`config.mk`:
```
export PLATFORM = sky130hd
export DESIGN_NAME = tlul_rsp_intg_err_ctrl_flat
export DESIGN_NICKNAME = d
export VERILOG_FILES = /design/src/rtl/tlul_rsp_intg_err_ctrl_if.sv /design/src/rtl/tlul_rsp_intg_err_ctrl.sv /design/src/flat_wrapper.sv
export SDC_FILE = /design/constraint.sdc
export NUM_CORES = 1
export LEC_CHECK = 0
export CAP_MARGIN = 15
export CORE_MARGIN = 2
export CORE_UTILIZATION = 51
export DETAILED_ROUTE_END_ITERATION = 8
export PLACE_DENSITY = 0.87
export SLEW_MARGIN = 20
export SYNTH_ARGS = -nofsm -noshare
export SYNTH_HDL_FRONTEND = slang
export SYNTH_SLANG_ARGS = --single-unit
export TNS_END_PERCENT = 50
```
`constraint.sdc`:
```
create_clock -name clk_i -period 2.9 [get_ports clk_i]
set_clock_uncertainty 0.15 [all_clocks]
set_input_delay 0.29 -clock clk_i [delete_from_list [all_inputs] [get_ports clk_i]]
set_output_delay 0.29 -clock clk_i [all_outputs]
set_load 0.03 [all_outputs]
```
`src/rtl/tlul_rsp_intg_err_ctrl_if.sv`:
```
// Report-channel bundle between the integrity error controller and its environment.
// Optional ovf_o exists only when TLUL_RSP_INTG_ERR_OVF_EN is defined.
`timescale 1ns/1ps
interface tlul_rsp_intg_err_ctrl_if #(
    parameter int NumHosts = 4,
    parameter int CntW     = 8
);
    localparam int IdxW = $clog2(NumHosts);

    logic [NumHosts-1:0]      err_i;
    logic [CntW-1:0]          thresh_i;
    logic                     clr_i;
    logic                     rpt_valid_o;
    logic                     rpt_ready_i;
    logic [IdxW-1:0]          rpt_idx_o;
    logic [NumHosts*CntW-1:0] cnt_o;
    logic [NumHosts-1:0]      pending_o;
    logic                     fatal_o;
`ifdef TLUL_RSP_INTG_ERR_OVF_EN
    logic [NumHosts-1:0]      ovf_o;
`endif

    modport master (
        output err_i, thresh_i, clr_i, rpt_ready_i,
        input  rpt_valid_o, rpt_idx_o, cnt_o, pending_o, fatal_o
`ifdef TLUL_RSP_INTG_ERR_OVF_EN
        , input ovf_o
`endif
    );

    modport slave (
        input  err_i, thresh_i, clr_i, rpt_ready_i,
        output rpt_valid_o, rpt_idx_o, cnt_o, pending_o, fatal_o
`ifdef TLUL_RSP_INTG_ERR_OVF_EN
        , output ovf_o
`endif
    );
endinterface

```
`src/rtl/tlul_rsp_intg_err_ctrl.sv`:
```
// Per-host response-integrity error collector: pending reports, round-robin report channel,
// saturating counters and sticky fatal flag. Optional lost-report flags: TLUL_RSP_INTG_ERR_OVF_EN.
`timescale 1ns/1ps
module tlul_rsp_intg_err_ctrl #(
    parameter int NumHosts = 4,
    parameter int CntW     = 8
) (
    input logic                     clk_i,
    input logic                     rst_i,
    tlul_rsp_intg_err_ctrl_if.slave bus
);
    localparam int IdxW = $clog2(NumHosts);
    localparam logic [CntW-1:0] CntMax = '1;

    if (NumHosts < 2 || NumHosts > 16) begin : g_param_err
        $error("tlul_rsp_intg_err_ctrl: NumHosts must be within 2..16");
    end

    logic [NumHosts-1:0] r_pending;
    logic [IdxW-1:0]     r_ptr;
    logic                r_hold;
    logic [IdxW-1:0]     r_hold_idx;
    logic                r_fatal;

    logic [IdxW-1:0]     w_scan [NumHosts];
    logic [IdxW-1:0]     w_rr_idx;
    logic                w_rr_found;
    logic [IdxW-1:0]     w_grant_idx;
    logic                w_valid;
    logic                w_accept;
    logic [NumHosts-1:0] w_accept_mask;
    logic [NumHosts-1:0] w_pending_next;
    logic [NumHosts-1:0] w_hit;

    genvar gi;

    // Candidate order for the round-robin search, starting at the pointer and wrapping.
    for (gi = 0; gi < NumHosts; gi++) begin : g_scan
        assign w_scan[gi] = IdxW'((int'(r_ptr) + gi) % NumHosts);
    end

    always_comb begin
        w_rr_found = 1'b0;
        w_rr_idx   = '0;
        for (int k = 0; k < NumHosts; k++) begin
            if (!w_rr_found && r_pending[w_scan[k]]) begin
                w_rr_found = 1'b1;
                w_rr_idx   = w_scan[k];
            end
        end
    end

    // A stalled grant is latched so a newly pending host cannot steal the channel mid-handshake.
    assign w_valid     = |r_pending;
    assign w_grant_idx = r_hold ? r_hold_idx : w_rr_idx;
    assign w_accept    = w_valid & bus.rpt_ready_i;

    for (gi = 0; gi < NumHosts; gi++) begin : g_accept
        assign w_accept_mask[gi] = w_accept && (w_grant_idx == IdxW'(gi));
    end

    // A fresh error on the host being accepted re-arms its report.
    assign w_pending_next = (r_pending & ~w_accept_mask) | bus.err_i;

    always_ff @(posedge clk_i or posedge rst_i) begin
        if (rst_i) begin
            r_pending  <= '0;
            r_ptr      <= '0;
            r_hold     <= 1'b0;
            r_hold_idx <= '0;
            r_fatal    <= 1'b0;
        end else if (bus.clr_i) begin
            r_pending  <= '0;
            r_ptr      <= '0;
            r_hold     <= 1'b0;
            r_hold_idx <= '0;
            r_fatal    <= 1'b0;
        end else begin
            r_pending  <= w_pending_next;
            r_hold     <= w_valid & ~bus.rpt_ready_i;
            r_hold_idx <= w_grant_idx;
            r_fatal    <= r_fatal | (|w_hit);
            if (w_accept) begin
                r_ptr <= (w_grant_idx == IdxW'(NumHosts - 1)) ? '0 : w_grant_idx + IdxW'(1);
            end
        end
    end

    for (gi = 0; gi < NumHosts; gi++) begin : g_cnt
        logic [CntW-1:0] r_cnt;

        always_ff @(posedge clk_i or posedge rst_i) begin
            if (rst_i) begin
                r_cnt <= '0;
            end else if (bus.clr_i) begin
                r_cnt <= '0;
            end else if (bus.err_i[gi] && (r_cnt != CntMax)) begin
                r_cnt <= r_cnt + CntW'(1);
            end
        end

        // Threshold of zero means fatal reporting is disabled.
        assign w_hit[gi] = (bus.thresh_i != '0) && (r_cnt == bus.thresh_i);
        assign bus.cnt_o[gi*CntW +: CntW] = r_cnt;
    end

`ifdef TLUL_RSP_INTG_ERR_OVF_EN
    logic [NumHosts-1:0] r_ovf;

    always_ff @(posedge clk_i or posedge rst_i) begin
        if (rst_i) begin
            r_ovf <= '0;
        end else if (bus.clr_i) begin
            r_ovf <= '0;
        end else begin
            r_ovf <= r_ovf | (bus.err_i & r_pending & ~w_accept_mask);
        end
    end

    assign bus.ovf_o = r_ovf;
`endif

    assign bus.rpt_valid_o = w_valid;
    assign bus.rpt_idx_o   = w_valid ? w_grant_idx : '0;
    assign bus.pending_o   = r_pending;
    assign bus.fatal_o     = r_fatal;

`ifndef SYNTHESIS
    a_idx_stable: assert property (@(posedge clk_i) disable iff (rst_i)
        (bus.rpt_valid_o && !bus.rpt_ready_i && !bus.clr_i) |=> $stable(bus.rpt_idx_o));

    a_valid_known: assert property (@(posedge clk_i) disable iff (rst_i)
        !$isunknown(bus.rpt_valid_o));
`endif

endmodule

```
`src/flat_wrapper.sv`:
```
// flat-port wrapper written by rule: the top's interface ports become plain ports
module tlul_rsp_intg_err_ctrl_flat 
#(
    parameter int NumHosts = 4,
    parameter int CntW     = 8
)
  (clk_i, rst_i, bus_err_i, bus_thresh_i, bus_clr_i, bus_rpt_ready_i, bus_rpt_valid_o, bus_rpt_idx_o, bus_cnt_o, bus_pending_o, bus_fatal_o);
  tlul_rsp_intg_err_ctrl_if #(.NumHosts(NumHosts), .CntW(CntW)) bus_i ();
  input logic clk_i;
  input logic rst_i;
  input wire logic [$bits(bus_i.err_i)-1:0] bus_err_i;
  input wire logic [$bits(bus_i.thresh_i)-1:0] bus_thresh_i;
  input wire logic [$bits(bus_i.clr_i)-1:0] bus_clr_i;
  input wire logic [$bits(bus_i.rpt_ready_i)-1:0] bus_rpt_ready_i;
  output wire logic [$bits(bus_i.rpt_valid_o)-1:0] bus_rpt_valid_o;
  output wire logic [$bits(bus_i.rpt_idx_o)-1:0] bus_rpt_idx_o;
  output wire logic [$bits(bus_i.cnt_o)-1:0] bus_cnt_o;
  output wire logic [$bits(bus_i.pending_o)-1:0] bus_pending_o;
  output wire logic [$bits(bus_i.fatal_o)-1:0] bus_fatal_o;
  assign bus_i.err_i = bus_err_i;
  assign bus_i.thresh_i = bus_thresh_i;
  assign bus_i.clr_i = bus_clr_i;
  assign bus_i.rpt_ready_i = bus_rpt_ready_i;
  assign bus_rpt_valid_o = bus_i.rpt_valid_o;
  assign bus_rpt_idx_o = bus_i.rpt_idx_o;
  assign bus_cnt_o = bus_i.cnt_o;
  assign bus_pending_o = bus_i.pending_o;
  assign bus_fatal_o = bus_i.fatal_o;
  tlul_rsp_intg_err_ctrl #(.NumHosts(NumHosts), .CntW(CntW)) u_core (.clk_i(clk_i), .rst_i(rst_i), .bus(bus_i));
endmodule
```
## Word level (Yosys, flattened, before mapping)

Cells that the tools add are included.

- $lt $le $gt $ge: 4
- Reduce and logical (&&, ||, !) cells: 27
- Equal/unequal tests: 11
- Multiplexer cells: 32
- Bitwise logic cells: 7
- $add $sub $neg: 8

Operator list:

| operator | number |
|---|---|
| $mux W8 | 8 |
| $add A8 B1 Y8 const B | 4 |
| $eq A8 B8 Y1 | 4 |
| $ne A8 B8 Y1 const B | 4 |
| $mux W2 | 10 |
| $logic_and A1 B1 Y1 | 15 |
| $lt A2 B3 Y1 const B | 4 |
| $reduce_bool A2 Y1 | 5 |
| $mux W1 | 9 |
| $bmux W1 S2 | 4 |
| $reduce_bool A8 Y1 | 1 |
| $reduce_or A4 Y1 | 2 |
| $add A2 B1 Y2 const B | 2 |
| $add A2 B2 Y2 const B | 2 |
| $and A4 B4 Y4 | 1 |
| $eq A2 B2 Y1 const B | 2 |
| $mux W4 | 1 |
| $not A4 Y4 | 1 |
| $or A4 B4 Y4 | 1 |
| $logic_not A1 Y1 | 3 |
| $and A1 B1 Y1 | 2 |
| $eq A2 B1 Y1 const B | 1 |
| $logic_not A2 Y1 | 1 |
| $not A1 Y1 | 1 |
| $or A1 B1 Y1 | 1 |

- Register bits after elaboration: 42
- Input bits: 16
- Output and inout bits: 40
- Logic and storage cells: 98

## Logic depth before layout (Yosys ltp)

Gate-level depths: netlist (run 1).

- Word-level depth: 19
- Depth in mapped cells: 9
- Gate-level depth less buffers: 9

## Least setup slack after synthesis (run 1)

Ideal clock, no wire load.

- Path type: register to output
- From: reg u_core.r_pending[3], in the netlist u_core.bus.pending_o[3]
- To: out bus_rpt_idx_o[1]
- Cell stages (with the launch flop): 6
- Buffers on the path: 0
- Data arrival time: 1.942 ns
- Required time: 2.460 ns
- Slack: 0.518 ns
- Cells stage by stage: dfrtp_1 > or4b_1 > a211oi_2 > nor2_1 > a22o_4 > nor2_1

- Longest elaborated chain between the ends: 14
- Elaborated cells on any way between the ends: 24
- Those cells by class: mux: 17; reduce/logical: 7

RTL lines:

| item | RTL line | RTL |
|---|---|---|
| from (decl) | tlul_rsp_intg_err_ctrl.sv:19 | `logic [NumHosts-1:0] r_pending;` |
| from (signal assigned) | tlul_rsp_intg_err_ctrl.sv:79 | `r_pending <= w_pending_next;` |
| $bmux W1 S2 | tlul_rsp_intg_err_ctrl.sv:46 | `if (!w_rr_found && r_pending[w_scan[k]]) begin` |
| $mux W1 (not written as such) | tlul_rsp_intg_err_ctrl.sv:46 |  |
| $mux W1 | tlul_rsp_intg_err_ctrl.sv:46 |  |
| $logic_not A1 Y1 | tlul_rsp_intg_err_ctrl.sv:46 |  |
| $logic_and A1 B1 Y1 | tlul_rsp_intg_err_ctrl.sv:46 |  |
| $mux W1 | tlul_rsp_intg_err_ctrl.sv:46 |  |
| $logic_not A1 Y1 | tlul_rsp_intg_err_ctrl.sv:46 |  |
| $logic_and A1 B1 Y1 | tlul_rsp_intg_err_ctrl.sv:46 |  |
| $mux W1 | tlul_rsp_intg_err_ctrl.sv:46 |  |
| $logic_not A1 Y1 | tlul_rsp_intg_err_ctrl.sv:46 |  |
| $logic_and A1 B1 Y1 | tlul_rsp_intg_err_ctrl.sv:46 |  |
| $mux W2 | tlul_rsp_intg_err_ctrl.sv:46 |  |
| $mux W2 | tlul_rsp_intg_err_ctrl.sv:55 | `assign w_grant_idx = r_hold ? r_hold_idx : w_rr_idx;` |
| $mux W2 * | tlul_rsp_intg_err_ctrl.sv:124 | `assign bus.rpt_idx_o = w_valid ? w_grant_idx : '0;` |
| to (decl) | flat_wrapper.sv:16 | `output wire logic [$bits(bus_i.rpt_idx_o)-1:0] bus_rpt_idx_o;` |

Every way passes the cells marked *; elsewhere a longest branch is shown, timed or not. The select of a mux whose other input is x is not followed.

## Worst setup path in the final report (run 1)

- From: reg u_core.r_ptr[1]
- To: out bus_rpt_idx_o[1]

- Longest elaborated chain between the ends: 14
- Elaborated cells on any way between the ends: 26
- Those cells by class: add/sub: 3; mux: 17; reduce/logical: 6

RTL lines:

| item | RTL line | RTL |
|---|---|---|
| from (decl) | tlul_rsp_intg_err_ctrl.sv:20 | `logic [IdxW-1:0] r_ptr;` |
| from (signal assigned) | tlul_rsp_intg_err_ctrl.sv:84 | `r_ptr <= (w_grant_idx == IdxW'(NumHosts - 1)) ? '0 : w_grant_idx + IdxW'(1);` |
| branches (longest 11 deep; another with $add A2 B1 Y2) | n/a |  |
| $mux W2 * | tlul_rsp_intg_err_ctrl.sv:46 |  |
| $mux W2 * | tlul_rsp_intg_err_ctrl.sv:55 |  |
| $mux W2 * | tlul_rsp_intg_err_ctrl.sv:124 |  |

Every way passes the cells marked *. The select of a mux whose other input is x is not followed.

==> results of run 1 <==
[synth_stat cells (2+ instances only)]
library cell  count
nor3_1            7
and3_1            3
clkbuf_1         13
mux2i_1           3
a21oi_1           8
dfrtp_1          42
nor4_1           11
a311oi_1          2
nand2b_1          2
a41oi_2           2
buf_1             2
nor2_1           49
ha_1              5
inv_1            10
nand4_1          15
xor2_1           46
o21ai_1           2
nand3_1           6
xnor2_1          12
and2_1            4
nand2_1          15
[per-stage QoR]
step                      instances  worst slack [ns]  hold WS, ns  area (µm²)
after CTS                       394             0.177        0.304        3200
after global placement          387             0.253        0.345        3130
final                           394             0.167        0.276        3200
after detailed placement        387             0.229        0.352        3130
after global routing            394            0.0787        0.335        3200
after floorplan                 276             0.518        0.211        2520
[routing by layer]
layer  track usage [%]  vias to the layer above  share of wire, %
met1              30.3                     1058                43
li1                  -                     1038                 -
met4              8.53                        0               1.7
met5                 0                        -                 0
met2              37.1                       82                49
met3              4.88                       11               6.5
[cell families after synthesis]
kind of cell | after synthesis | share of synthesized area [%]
adders and majority gates | 5 | 2.48
DFF | 42 | 41.7
AOI/OAI and AO/OA | 26 | 8.29
muxes | 4 | 1.64
and+or+nand+nor | 115 | 21.8
buffers and inverters | 26 | 3.92
xor gates and xnor gates | 58 | 20.2
[final cells by class]
cell class / instances / area share, %
timing repair buffer: 60 / 18.3
tap: 67 / 2.62
multi-input combinational: 208 / 42.8
clock buffer: 7 / 2.38
sequential: 42 / 32.8
inverter: 10 / 1.17
[path summary, 6_finish.rpt]
kind	slack [ns]	to	cells past startpoint	start
setup / recovery	0.17	bus_rpt_idx_o[1]	6	u_core.r_ptr[1]$_DFFE_PP0P_
hold / removal	0.28	u_core.bus.pending_o[2]$_DFF_PP0_	3	rst_i
setup reg to reg	0.60	u_core.r_ptr[1]$_DFFE_PP0P_	7	u_core.r_ptr[1]$_DFFE_PP0P_
hold reg to reg	0.38	u_core.bus.fatal_o$_DFF_PP0_	1	u_core.bus.fatal_o$_DFF_PP0_
max in group asynchronous	1.97	u_core.g_cnt[1].r_cnt[1]$_DFFE_PP0P_	3	rst_i
min in group clk_i	0.38	u_core.bus.fatal_o$_DFF_PP0_	1	u_core.bus.fatal_o$_DFF_PP0_
[layout by cell type, fill, tap and decap left out, types with 2 or more instances in the layout]
cell | synthesis | layout
clkbuf_1 | 13 | 2
clkdlybuf4s50_1 | 0 | 53
xnor2_1 | 12 | 12
and3_1 | 3 | 3
a311oi_1 | 2 | 2
nand2_1 | 15 | 15
inv_1 | 10 | 10
clkbuf_8 | 0 | 5
xor2_1 | 46 | 46
and2_1 | 4 | 4
ha_1 | 5 | 5
nor2_1 | 49 | 49
a41oi_2 | 2 | 2
dfrtp_1 | 42 | 42
buf_4 | 0 | 5
o21ai_1 | 2 | 2
mux2i_1 | 3 | 3
dlygate4sd2_1 | 0 | 2
a21oi_1 | 8 | 8
nor4_1 | 11 | 11
nand2b_1 | 2 | 2
nor3_1 | 7 | 7
nand3_1 | 6 | 6
nand4_1 | 15 | 15
[power groups by stage]
stage | registers (µW) | logic [µW] | clock network [µW]
final | 650 | 288 | 350
after global routing | 653 | 313 | 381
after CTS | 649 | 290 | 354
after detailed placement | 660 | 290 | 0
after global placement | 657 | 285 | 0
after floorplan | 683 | 155 | 0
[registers in the layout (all words and copies together), names as in the netlist]
signal and count:
u_core.g_cnt.r_cnt 32, u_core.bus.pending_o 4, u_core.r_hold_idx 2, u_core.r_ptr 2, u_core.bus.fatal_o 1, u_core.r_hold 1
[worst max-delay path: stages, from the launching register on]
cell and delay [ns]:
dfrtp_1 0.46, or4b_1 0.55, a211oi_2 0.19, nor2_1 0.07
a22o_4 0.25, nor2_1 0.08, dlygate4sd2_1 0.40
==> impl_metrics.toml, run 1 <==
[run_status]
status = "complete, no violations"

[synth]
avgSynthCellArea_um2 = 9.13
synth_seq_cells = 42
ys_top_cells_by_area = "dfrtp_1 42%, xor2_1 16%, nor2_1 7.3%, xnor2_1 4.2%, nand4_1 3.7%"
synth_edf_count = 0
ys_types = 38
synthCells = 276
syn-num-nets = 297
syn_area_um2 = 2520
yosysTopAreaCell = "dfrtp_1"
seq_area_frac_synth_pct = 41.7
ys_warn_count = 0
async_reset_ff_share_pct = 100
synthFlopType = "dfrtp_1"
synth_top_area_share_pct = 41.7

[clock_network]
cts_buffer_depth = 2
cts_buffers = 5
cts-resized-gates = 2
ctsHoldBuffers = 0
clk_pin_slew_ns = 0.07
clk_latency_ns = 0.30
cts_tree = "built"
cts_root_buf = "clkbuf_8"
cts_num_sinks = 42
cts_max_level = 2
postCtsSetupBuffers = 0

[floorplan]
ios = 56
core_area_um2 = 4750
die_y_um = 74.3
rows = 25
start_util_pct = 53.0
die_x_um = 74.3
die-area_um2 = 5520

[sta]
fmax_mhz = 366
rsz0062_at_grt = "no"
period_share_pct = 94.2
worst_pin_slew_ns = 0.951
drv_slew = 0
hold_violations = 0
post-route-min-period_ns = 2.73
setup_viol = 0
finalSetupTns_ns = 0
slew_headroom_pct = 36.4

[global_route]
grt_pass1_wl_um = 9700
grt_pass1_vias = 2104
grtUsageTotal_pct = 22.9
antenna_found_initial = 0
grt_start_max_net_pins = 43
grt-ovfl-total = 0

[final_layout]
finalNetCount = 348
area_delta_synth_final_pct = 27.2
nFillCells = 390
diodes = 0
multi_input_area_um2 = 1370
final_util_pct = 67.4
regArea_um2 = 1050
layout-drive-gt1-share_pct = 4.59

[place]
dpl.hpwl_um = 4230
globalplace.congestion = 0.931
port_buffers = 55

[power]
p_seq_share_pct = 50.4
total_power_uw = 1290
power.density_nw_per_um2 = 402
ir_worst_vdd_uv = 219
internal-power_uw = 897
cellLeakagePower_uw = 0.00143
p_switching_uw = 391
swShare_pct = 30.3
p_comb_share_pct = 22.3
pwr-share-clk_pct = 27.2

[detailed_routing]
firstDrtPassIters = 4
vias = 2189
drt-initial-drc-count = 116
wire_per_inst_um = 15.3
drt_wl_total_um = 6030
remaining_drc_errors = 0
ant_nets = 0
viasPerCell = 5.56

[setup_path]
critPathLaunchType = "flip-flop"
critPathMaxFanout = 8
crit_type = "reg -> out"
cp.required_ns = 2.46
cp.arrival_ns = 2.29
end_kind = "output pin"

[flow_run]
max_cap_violations = 0

[min_path]
hp-class = "in -> async"
(Power assumes the default switching activity.)
==> run 2: changes to the inputs <==
--- a/config.mk
+++ b/config.mk
@@ -10,7 +10,6 @@
 export CORE_UTILIZATION = 51
 export DETAILED_ROUTE_END_ITERATION = 8
 export PLACE_DENSITY = 0.87
-export SLEW_MARGIN = 20
 export SYNTH_ARGS = -nofsm -noshare
 export SYNTH_HDL_FRONTEND = slang
 export SYNTH_SLANG_ARGS = --single-unit
==> results of run 2 <==
Final layout, timing and power as in run 1 (identical DEF).
==> run 3: changes to the inputs <==
--- a/config.mk
+++ b/config.mk
@@ -6,10 +6,12 @@
 export NUM_CORES = 1
 export LEC_CHECK = 0
 export CAP_MARGIN = 15
+export CELL_PAD_IN_SITES_DETAIL_PLACEMENT = 1
+export CELL_PAD_IN_SITES_GLOBAL_PLACEMENT = 1
 export CORE_MARGIN = 2
-export CORE_UTILIZATION = 51
+export CORE_UTILIZATION = 38
 export DETAILED_ROUTE_END_ITERATION = 8
-export PLACE_DENSITY = 0.87
+export PLACE_DENSITY = 0.86
 export SYNTH_ARGS = -nofsm -noshare
 export SYNTH_HDL_FRONTEND = slang
 export SYNTH_SLANG_ARGS = --single-unit
==> impl_metrics.toml, run 3 (synthesis gave the netlist of run 1 again) <==
[sta]
finalSetupTns_ns = 0
post-route-min-period_ns = 2.82
setup_viol = 0
drv_slew = 0
worst_pin_slew_ns = 0.592
holdWs_ns = 0.283
hold_violations = 0
fin_ws_ns = 0.0763
rsz0062_at_grt = "no"
period_share_pct = 97.4
slew_headroom_pct = 60.3
fmax_mhz = 354

[power]
ir_worst_vdd_uv = 186
power.density_nw_per_um2 = 408
total_power_uw = 1310
cellLeakagePower_uw = 0.00142

[global_route]
globalRouteMet3Util_pct = 3.11
grt_start_max_net_pins = 44
grtUsageTotal_pct = 20.7
grt_use_met1_pct = 27.2
antenna_found_initial = 0
grt_pass1_vias = 2317
grt-ovfl-total = 0
busiest_layer = "met2"
grt_pass1_wl_um = 12000
use_met2_pct = 35.2

[floorplan]
core_area_um2 = 6390
die_x_um = 85.4
die-area_um2 = 7300
die_y_um = 85.4
rows = 29
ios = 56
start_util_pct = 39.5

[setup_path]
end_kind = "output pin"
cp.required_ns = 2.46
critPathLaunchType = "flip-flop"
critPathMaxFanout = 8
crit_type = "reg -> out"
reg2regPathDepth = 7
cp.arrival_ns = 2.38

[final_layout]
largest_reg_flops = 32
regMostFlops = "u_core.g_cnt.r_cnt"
layout_common_cells = "53 x clkdlybuf4s50_1, 49 x nor2_1, 46 x xor2_1"
finalNetCount = 346
final_common_cell = "clkdlybuf4s50_1"
diodes = 0
area_delta_synth_final_pct = 27.7
layout-drive-gt1-share_pct = 4.31
final_util_pct = 50.4

[clock_network]
cts_buffers = 5
clk_latency_ns = 0.30
clk_pin_slew_ns = 0.09
cts_buffer_depth = 2
cts_num_sinks = 42
cts_max_level = 2
cts_root_buf = "clkbuf_8"
cts_tree = "built"
postCtsSetupBuffers = 0

[place]
dpl.hpwl_um = 5140
port_buffers = 55
post-place-ws_ns = 0.116
globalplace.congestion = 0.791

[detailed_routing]
drt_wl_total_um = 7140
wire_per_inst_um = 17.8
vias = 2163
firstDrtPassIters = 4
drt-initial-drc-count = 65
ant_nets = 0
remaining_drc_errors = 0
viasPerCell = 5.38

[run_status]
status = "complete, no violations"

[min_path]
hp-class = "in -> async"

[flow_run]
max_cap_violations = 0
[run 3: cell types whose count changed in the layout (fill, tap and decap cells not counted), sizes merged]
cell	before	now
buf	5	3
clkbuf	7	6
clkinvlp	0	1
[run 3: final timing paths]
kind	startpoint	to	slack (ns)
min	rst_i	u_core.g_cnt[2].r_cnt[5]$_DFFE_PP0P_	0.28
max	u_core.r_ptr[1]$_DFFE_PP0P_	bus_rpt_idx_o[1]	0.08
max in group asynchronous	rst_i	u_core.g_cnt[2].r_cnt[1]$_DFFE_PP0P_	1.92
min in group clk_i	u_core.bus.fatal_o$_DFF_PP0_	u_core.bus.fatal_o$_DFF_PP0_	0.40
min reg2reg	u_core.bus.fatal_o$_DFF_PP0_	u_core.bus.fatal_o$_DFF_PP0_	0.40
max reg2reg	u_core.r_ptr[1]$_DFFE_PP0P_	u_core.r_ptr[1]$_DFFE_PP0P_	0.52
[run 3: what timing repair did]
action,4_1_cts,5_1_grt
resized for setup,2,0
endpoints found under the setup margin,2,0
hold buffers,0,0
endpoints found under the hold margin,0,0
[run 3: critical path: stages, from the launching register on]
cell           delay (ns)
dfrtp_1              0.46
or4b_1               0.56
a211oi_2             0.23
nor2_1               0.08
a22o_4               0.25
nor2_1               0.09
dlygate4sd2_1        0.42
[run 3: cell type report]
class	count	area, µm²
repair buffers	58	583
well taps	77	96.3
flip-flops and latches	42	1050
fillers	749	3170
clock buffers	6	72.6
clock inverters	1	7.51
multi-input cells	208	1370
inverters	10	37.5
[run 3: metrics by stage]
| stage | instance area [µm²] | std cells |
|---|---|---|
| after CTS | 3220 | 402 |
| final | 3220 | 402 |
| after global placement | 3140 | 395 |
| after floorplan | 2520 | 276 |
| after detailed placement | 3140 | 395 |
| after global routing | 3220 | 402 |
[run 3: where the power goes]
part | total [µW] | internal [µW] | switching (µW)
combinational | 293 | 121 | 172
sequential | 650 | 609 | 40.9
clock | 371 | 165 | 206
total | 1310 | 895 | 418
[run 3: routing by layer]
metal / routed length, µm / vias to the layer above
met2: 3620 / 37
met5: 0 / -
met4: 98 / 0
li1: - / 1032
met3: 196 / 8
met1: 3230 / 1086
